--- src/rtl/mc_pkg.sv ---
// Shared types and encodings for the multi-cycle MIPS handshake controller.
package mc_pkg;

  typedef enum logic [3:0] {
    S_FETCH   = 4'd0,
    S_DECODE  = 4'd1,
    S_MEMADR  = 4'd2,
    S_MEMRD   = 4'd3,
    S_MEMWB   = 4'd4,
    S_MEMWR   = 4'd5,
    S_RTYPEEX = 4'd6,
    S_RTYPEWB = 4'd7,
    S_BEQEX   = 4'd8,
    S_BNEEX   = 4'd9,
    S_IMMEX   = 4'd10,
    S_IMMWB   = 4'd11,
    S_JEX     = 4'd12,
    S_FAULT   = 4'd13
  } state_e;

  localparam logic [5:0] OP_RTYPE = 6'b000000;
  localparam logic [5:0] OP_LW    = 6'b100011;
  localparam logic [5:0] OP_SW    = 6'b101011;
  localparam logic [5:0] OP_BEQ   = 6'b000100;
  localparam logic [5:0] OP_BNE   = 6'b000101;
  localparam logic [5:0] OP_ADDI  = 6'b001000;
  localparam logic [5:0] OP_ANDI  = 6'b001100;
  localparam logic [5:0] OP_ORI   = 6'b001101;
  localparam logic [5:0] OP_SLTI  = 6'b001010;
  localparam logic [5:0] OP_J     = 6'b000010;

  localparam logic [5:0] FN_ADD = 6'b100000;
  localparam logic [5:0] FN_SUB = 6'b100010;
  localparam logic [5:0] FN_AND = 6'b100100;
  localparam logic [5:0] FN_OR  = 6'b100101;
  localparam logic [5:0] FN_SLT = 6'b101010;

  localparam logic [2:0] ALU_ADD = 3'b010;
  localparam logic [2:0] ALU_SUB = 3'b110;
  localparam logic [2:0] ALU_AND = 3'b000;
  localparam logic [2:0] ALU_OR  = 3'b001;
  localparam logic [2:0] ALU_SLT = 3'b111;

  typedef enum logic [2:0] {
    AOP_ADD   = 3'd0,
    AOP_SUB   = 3'd1,
    AOP_FUNCT = 3'd2,
    AOP_AND   = 3'd3,
    AOP_OR    = 3'd4,
    AOP_SLT   = 3'd5
  } aluop_e;

  typedef enum logic [1:0] {
    FC_NONE      = 2'b00,
    FC_ILL_OP    = 2'b01,
    FC_ILL_FUNCT = 2'b10,
    FC_TIMEOUT   = 2'b11
  } fault_cause_e;

endpackage

--- src/rtl/mc_hs_controller_aludec.sv ---
// ALU decoder: maps (aluop, funct) to the ALU control code and flags unsupported functs.
module mc_aludec
  import mc_pkg::*;
(
  input  aluop_e     aluop_i,
  input  logic [5:0] funct_i,
  output logic [2:0] alucontrol_o,
  output logic       funct_ok_o
);

  always_comb begin
    alucontrol_o = ALU_ADD;
    funct_ok_o   = 1'b1;
    case (aluop_i)
      AOP_ADD: alucontrol_o = ALU_ADD;
      AOP_SUB: alucontrol_o = ALU_SUB;
      AOP_AND: alucontrol_o = ALU_AND;
      AOP_OR:  alucontrol_o = ALU_OR;
      AOP_SLT: alucontrol_o = ALU_SLT;
      AOP_FUNCT: begin
        case (funct_i)
          FN_ADD:  alucontrol_o = ALU_ADD;
          FN_SUB:  alucontrol_o = ALU_SUB;
          FN_AND:  alucontrol_o = ALU_AND;
          FN_OR:   alucontrol_o = ALU_OR;
          FN_SLT:  alucontrol_o = ALU_SLT;
          default: funct_ok_o   = 1'b0;
        endcase
      end
      default: alucontrol_o = ALU_ADD;
    endcase
  end

endmodule

--- src/rtl/mc_hs_controller.sv ---
// Multi-cycle MIPS controller with req/ready memory handshake, watchdog and sticky faults.
// Define MC_INSTRET_EN to build the retired-instruction counter; otherwise instret is 0.
module mc_hs_controller
  import mc_pkg::*;
#(
  parameter int unsigned CNT_W       = 32,
  parameter int unsigned TO_W        = 8,
  parameter int unsigned TIMEOUT_CYC = 255
) (
  input  logic             clk,
  input  logic             reset,
  input  logic [5:0]       op,
  input  logic [5:0]       funct,
  input  logic             zero,
  input  logic             mem_ready,
  output logic             mem_req,
  output logic             memwrite,
  output logic             irwrite,
  output logic             pcen,
  output logic             regwrite,
  output logic             alusrca,
  output logic             iord,
  output logic             memtoreg,
  output logic             regdst,
  output logic             immzext,
  output logic [1:0]       alusrcb,
  output logic [1:0]       pcsrc,
  output logic [2:0]       alucontrol,
  output logic             fault,
  output logic [1:0]       fault_cause,
  output logic [3:0]       state,
  output logic [CNT_W-1:0] instret
);

  state_e       state_q, state_d;
  logic [TO_W-1:0] wait_q, wait_d;
  logic         fault_q, fault_d;
  fault_cause_e fault_cause_q, fault_cause_d, cause_set;
  aluop_e       aluop;
  logic [2:0]   dec_alucontrol;
  logic         funct_ok;
  logic         memwrite_c;
  logic         wdog_hit;

  mc_aludec u_aludec (
    .aluop_i      (aluop),
    .funct_i      (funct),
    .alucontrol_o (dec_alucontrol),
    .funct_ok_o   (funct_ok)
  );

  assign wdog_hit = (TIMEOUT_CYC != 0) && !mem_ready && (wait_q == TO_W'(TIMEOUT_CYC));

  // In DECODE the decoder is probed with the funct field for legality while the ALU adds.
  always_comb begin
    aluop = AOP_ADD;
    case (state_q)
      S_DECODE, S_RTYPEEX: aluop = AOP_FUNCT;
      S_BEQEX, S_BNEEX:    aluop = AOP_SUB;
      S_IMMEX: begin
        case (op)
          OP_ANDI: aluop = AOP_AND;
          OP_ORI:  aluop = AOP_OR;
          OP_SLTI: aluop = AOP_SLT;
          default: aluop = AOP_ADD;
        endcase
      end
      default: aluop = AOP_ADD;
    endcase
  end

  assign alucontrol = (state_q == S_DECODE) ? ALU_ADD : dec_alucontrol;

  always_comb begin
    state_d    = state_q;
    cause_set  = FC_NONE;
    mem_req    = 1'b0;
    memwrite_c = 1'b0;
    irwrite    = 1'b0;
    pcen       = 1'b0;
    regwrite   = 1'b0;
    alusrca    = 1'b0;
    iord       = 1'b0;
    memtoreg   = 1'b0;
    regdst     = 1'b0;
    immzext    = 1'b0;
    alusrcb    = 2'b00;
    pcsrc      = 2'b00;
    case (state_q)
      S_FETCH: begin
        mem_req = 1'b1;
        alusrcb = 2'b01;
        if (mem_ready) begin
          irwrite = 1'b1;
          pcen    = 1'b1;
          state_d = S_DECODE;
        end else if (wdog_hit) begin
          state_d   = S_FAULT;
          cause_set = FC_TIMEOUT;
        end
      end
      S_DECODE: begin
        alusrcb = 2'b11;
        case (op)
          OP_LW, OP_SW: state_d = S_MEMADR;
          OP_RTYPE: begin
            if (funct_ok) begin
              state_d = S_RTYPEEX;
            end else begin
              state_d   = S_FAULT;
              cause_set = FC_ILL_FUNCT;
            end
          end
          OP_BEQ: state_d = S_BEQEX;
          OP_BNE: state_d = S_BNEEX;
          OP_ADDI, OP_ANDI, OP_ORI, OP_SLTI: state_d = S_IMMEX;
          OP_J: state_d = S_JEX;
          default: begin
            state_d   = S_FAULT;
            cause_set = FC_ILL_OP;
          end
        endcase
      end
      S_MEMADR: begin
        alusrca = 1'b1;
        alusrcb = 2'b10;
        state_d = (op == OP_SW) ? S_MEMWR : S_MEMRD;
      end
      S_MEMRD: begin
        mem_req = 1'b1;
        iord    = 1'b1;
        if (mem_ready) begin
          state_d = S_MEMWB;
        end else if (wdog_hit) begin
          state_d   = S_FAULT;
          cause_set = FC_TIMEOUT;
        end
      end
      S_MEMWR: begin
        mem_req    = 1'b1;
        iord       = 1'b1;
        memwrite_c = mem_ready;
        if (mem_ready) begin
          state_d = S_FETCH;
        end else if (wdog_hit) begin
          state_d   = S_FAULT;
          cause_set = FC_TIMEOUT;
        end
      end
      S_MEMWB: begin
        regwrite = 1'b1;
        memtoreg = 1'b1;
        state_d  = S_FETCH;
      end
      S_RTYPEEX: begin
        alusrca = 1'b1;
        state_d = S_RTYPEWB;
      end
      S_RTYPEWB: begin
        regwrite = 1'b1;
        regdst   = 1'b1;
        state_d  = S_FETCH;
      end
      S_BEQEX, S_BNEEX: begin
        alusrca = 1'b1;
        pcsrc   = 2'b01;
        pcen    = (state_q == S_BEQEX) ? zero : !zero;
        state_d = S_FETCH;
      end
      S_IMMEX: begin
        alusrca = 1'b1;
        alusrcb = 2'b10;
        immzext = (op == OP_ANDI) || (op == OP_ORI);
        state_d = S_IMMWB;
      end
      S_IMMWB: begin
        regwrite = 1'b1;
        state_d  = S_FETCH;
      end
      S_JEX: begin
        pcsrc   = 2'b10;
        pcen    = 1'b1;
        state_d = S_FETCH;
      end
      S_FAULT: state_d = S_FAULT;
      default: state_d = S_FETCH;
    endcase
  end

  // A write still pending when reset arrives is dropped.
  assign memwrite = memwrite_c && !reset;

  always_comb begin
    wait_d = wait_q;
    if ((state_d != state_q) &&
        ((state_d == S_FETCH) || (state_d == S_MEMRD) || (state_d == S_MEMWR))) begin
      wait_d = '0;
    end else if (mem_req && !mem_ready) begin
      wait_d = wait_q + TO_W'(1);
    end
  end

  always_comb begin
    fault_d       = fault_q;
    fault_cause_d = fault_cause_q;
    if ((state_d == S_FAULT) && (state_q != S_FAULT)) begin
      fault_d       = 1'b1;
      fault_cause_d = cause_set;
    end
  end

  always_ff @(posedge clk) begin
    if (reset) begin
      state_q       <= S_FETCH;
      wait_q        <= '0;
      fault_q       <= 1'b0;
      fault_cause_q <= FC_NONE;
    end else begin
      state_q       <= state_d;
      wait_q        <= wait_d;
      fault_q       <= fault_d;
      fault_cause_q <= fault_cause_d;
    end
  end

  assign state       = state_q;
  assign fault       = fault_q;
  assign fault_cause = fault_cause_q;

`ifdef MC_INSTRET_EN
  logic [CNT_W-1:0] instret_q, instret_d;
  logic             retire;

  // Count only instructions that complete back into FETCH, never a faulting one.
  always_comb begin
    retire = (state_d == S_FETCH) &&
             (state_q inside {S_MEMWB, S_MEMWR, S_RTYPEWB, S_BEQEX, S_BNEEX, S_IMMWB, S_JEX});
    instret_d = retire ? instret_q + CNT_W'(1) : instret_q;
  end

  always_ff @(posedge clk) begin
    if (reset) instret_q <= '0;
    else       instret_q <= instret_d;
  end

  assign instret = instret_q;
`else
  assign instret = '0;
`endif

endmodule
--- config.mk ---
export PLATFORM = sky130hd
export DESIGN_NAME = mc_hs_controller
export DESIGN_NICKNAME = d
export VERILOG_FILES = /design/src/rtl/mc_pkg.sv /design/src/rtl/mc_hs_controller_aludec.sv /design/src/rtl/mc_hs_controller.sv
export SDC_FILE = /design/constraint.sdc
export NUM_CORES = 1
export LEC_CHECK = 0
export BUFFER_PORTS_ARGS = -buffer_cell sky130_fd_sc_hd__buf_2
export CAP_MARGIN = 15
export CORE_ASPECT_RATIO = 1.5
export CORE_MARGIN = 2
export CORE_UTILIZATION = 37
export DETAILED_ROUTE_END_ITERATION = 12
export GPL_TIMING_DRIVEN = 0
export PLACE_DENSITY = 0.63
export SLEW_MARGIN = 40
export SYNTH_ARGS = -nofsm -noshare
export SYNTH_HDL_FRONTEND = slang
export SYNTH_SLANG_ARGS = --single-unit
--- constraint.sdc ---
create_clock -name clk -period 6.81 [get_ports clk]
set_input_delay 0.681 -clock clk [delete_from_list [all_inputs] [get_ports clk]]
set_output_delay 0.681 -clock clk [all_outputs]
set_load 0.05 [all_outputs]
==> out/metrics.csv <==
stage,metric,value,unit
run_status,status,"finished, final reports clean",
floorplanning,die_y,84.9,um
layout,final_cell_mix,"buf_2, buf_4, conb_1",
clock_network,clock-root-buffer,clkbuf_8,
floorplanning,core_area,4210,um2
layout,num_antenna_cells,0,
drt,via_per_inst,5.05,
layout,drive_above_1_share,0.296,
synth,ys_warn_count,0,
sta,worst_slew_pin_slew,583,ps
clock_network,cts_tree,built,
clock_network,cts.clk_slew.worst_paths,60,ps
sta,grt_setup_unrepaired,false,
synth,synth_cells,216,
clock_network,htreeDepth,1,
synth,ys_async_sr_fraction,0,
grt,grt_pass1_wl,6510,um
power,p_leak,0.942,nW
layout,fillers,459,
floorplanning,start_util,0.383,
grt,gr-total-overflow,0,
sta,worst_hold_slack,454,ps
clock_network,cts_setup_buffers,0,
synth,ys_seq_elements,15,
floorplanning,die-area,4910,um2
clock_network,clock_sinks,15,
synth,netlist_area,1610,um2
critical_path,r2r-end,fault_cause[0]$_SDFFE_PP0P_,
critical_path,reg2reg_depth,8,
power,ir_drop,0.127,mV
grt,met2_usage,0.306,
synth,synth-seq-area-share,0.186,
grt,grt.busiest_layer,met2,
critical_path,path_max_fanout,8,
grt,antenna_found_initial,0,
sta,clock_skew,1.92,ps
grt,grt_pass1_vias,1488,
synth,synthTopCellsByArea,"dfxtp_1, buf_4, nor3_1",
grt,track_usage,0.163,
power,p_per_area,197,nW/um2
synth,synth_edf_count,0,
drt,vias,1680,
clock_network,cts.repair.resized,0,
grt,grt_start_max_net_pins,11,
critical_path,r2r_setup_slack,4020,ps
drt,initialDrtViolationCount,70,
critical_path,worstSetupStartpointType,register,
drt,wirelength,3990,um
place,dp_hpwl,3310,um
drt,drc,0,
grt,grt_use_met1,0.183,
drt,route.antenna.remaining_nets,0,
critical_path,crit_chain,buf_2 > inv_1 > nand2_1 > or4_1 > a21oi_1 > a41oi_1 > o21ai_0 > and3_1 > buf_2,
run,max_cap_viol_count,0,
critical_path,crit_arrival,2340,ps
layout,area_growth,25.1,%
clock_network,clk-insertion-delay-late,250,ps
clock_network,cts_made_buffers,3,
critical_path,cpPeakStageDelay,600,ps
clock_network,clk_path_buf_depth,2,
critical_path,required,6130,ps
sta,setup_tns,0,ps
layout,stdcell_area,2020,um2
place,numPortBuffers,36,
place,gp_congestion,0.836,
critical_path,reg2reg_from,state[0]$_SDFF_PP0_,
layout,fin_nets,305,
floorplanning,die_x,57.9,um
critical_path,crit_path_end_kind,output port,
synth,yosysUniqueCellTypes,55,
drt,first_pass_iters,5,
critical_path,worst-setup-path-type,register to output port,
min_path,hp-class,register to register,
sta,fin_crit_sh,0.444,
power,total_power,397,uW
synth,syn_area_per_cell,7.47,um2
critical_path,crit_start,state[2]$_SDFF_PP0_,
sta,maxSlewViolCount,0,
critical_path,endpoint,alucontrol[0],
floorplanning,rows,29,
place,place_area,1970,um2
sta,period_needed,3030,ps
sta,max_freq,331,MHz
synth,ys.flop_type,dfxtp_1,
critical_path,slowest_stage,or4_1,
grt,use_met3,0.0107,
clock_network,ctsHoldBuffers,0,
layout,final_common_cell,buf_2,
sta,setup_viol,0,
drt,routedWlPerCell,12.0,um
synth,yosysTopAreaCellShare,0.186,
sta,hold_violations,0,
sta,slew_headroom,0.602,
floorplanning,io_pins,72,
critical_path,cp_common_cell,buf_2,
synth,yosysTopAreaCell,dfxtp_1,
[worst min-delay path by stage]
stage	endpoint	startpoint	depth (start not counted)	slack (ps)
6_report	fault_cause[1]$_SDFFE_PP0P_	fault_cause[1]$_SDFFE_PP0P_	2	450
5_1_grt	fault_cause[1]$_SDFFE_PP0P_	fault_cause[1]$_SDFFE_PP0P_	2	470
4_1_cts	fault$_SDFFE_PP0P_	fault$_SDFFE_PP0P_	2	450
3_5_place_dp	fault$_SDFFE_PP0P_	fault$_SDFFE_PP0P_	2	440
3_3_place_gp	fault$_SDFFE_PP0P_	fault$_SDFFE_PP0P_	2	430
2_1_floorplan	wait_q[1]$_SDFFE_PP0P_	wait_q[1]$_SDFFE_PP0P_	2	510
[per-layer routing]
layer,vias to the layer above,part of all wire
met1,738,0.38
met3,9,0.064
met2,72,0.53
met5,-,0
met4,0,0.023
li1,861,-
[through the flow]
stage / setup WS [ps] / utilization / cells
finish: 3780 / 0.479 / 333
global route: 3620 / 0.479 / 333
CTS: 3800 / 0.478 / 333
detailed placement: 3640 / 0.467 / 329
global placement: 3650 / 0.467 / 329
floorplan: 3010 / - / 247
[synthesized netlist by cell type (all sizes together), types with 4 or more instances]
cell / instances
a21oi: 8
nand2b: 6
nor4: 5
clkbuf: 9
o21ai: 4
nor2: 24
xor2: 8
inv: 6
nor3: 18
nand3: 5
or3: 5
buf: 34
nand4: 5
dfxtp: 15
nand2: 12
[sequential cells by signal, summed over array words and instances (netlist names)]
register     cells
wait_q           8
state            4
fault_cause      2
fault            1
[worst max-delay path: cells and delay by family, from the launching register on]
family / cells / cell delay (ps)
AOI/OAI and AO/OA: 3 / 290
buffers and inverters: 3 / 570
DFF: 1 / 320
and+or+nand+nor: 3 / 900
[kinds of logic after synthesis]
logic type,synth area share
AO/OA/AOI/OAI,0.203
XOR/XNOR,0.0597
adder cells (fa/ha/maj),0.00776
buffers and inverters,0.194
flip-flops,0.186
multiplexers,0.00621
other,0.00233
AND/OR/NAND/NOR,0.341
[layout make-up]
type	count	area, um2	share of cell area
clock inverter	1	5.00	0.00248
inverter	6	22.5	0.0112
buffer	43	290	0.144
timing repair buffer	36	180	0.0893
tap	46	57.6	0.0285
sequential	15	300	0.149
multi-input combinational	183	1120	0.555
clock buffer	3	41.3	0.0205
[where the power goes]
part           total [mW]  leakage, nW  internal, mW  switching [mW]
Combinational       0.227        0.795        0.0643           0.163
Sequential         0.0992        0.122        0.0931         0.00605
Clock              0.0712       0.0255        0.0405          0.0307
Total               0.397        0.942         0.198           0.199
(Power assumes the default switching activity.)
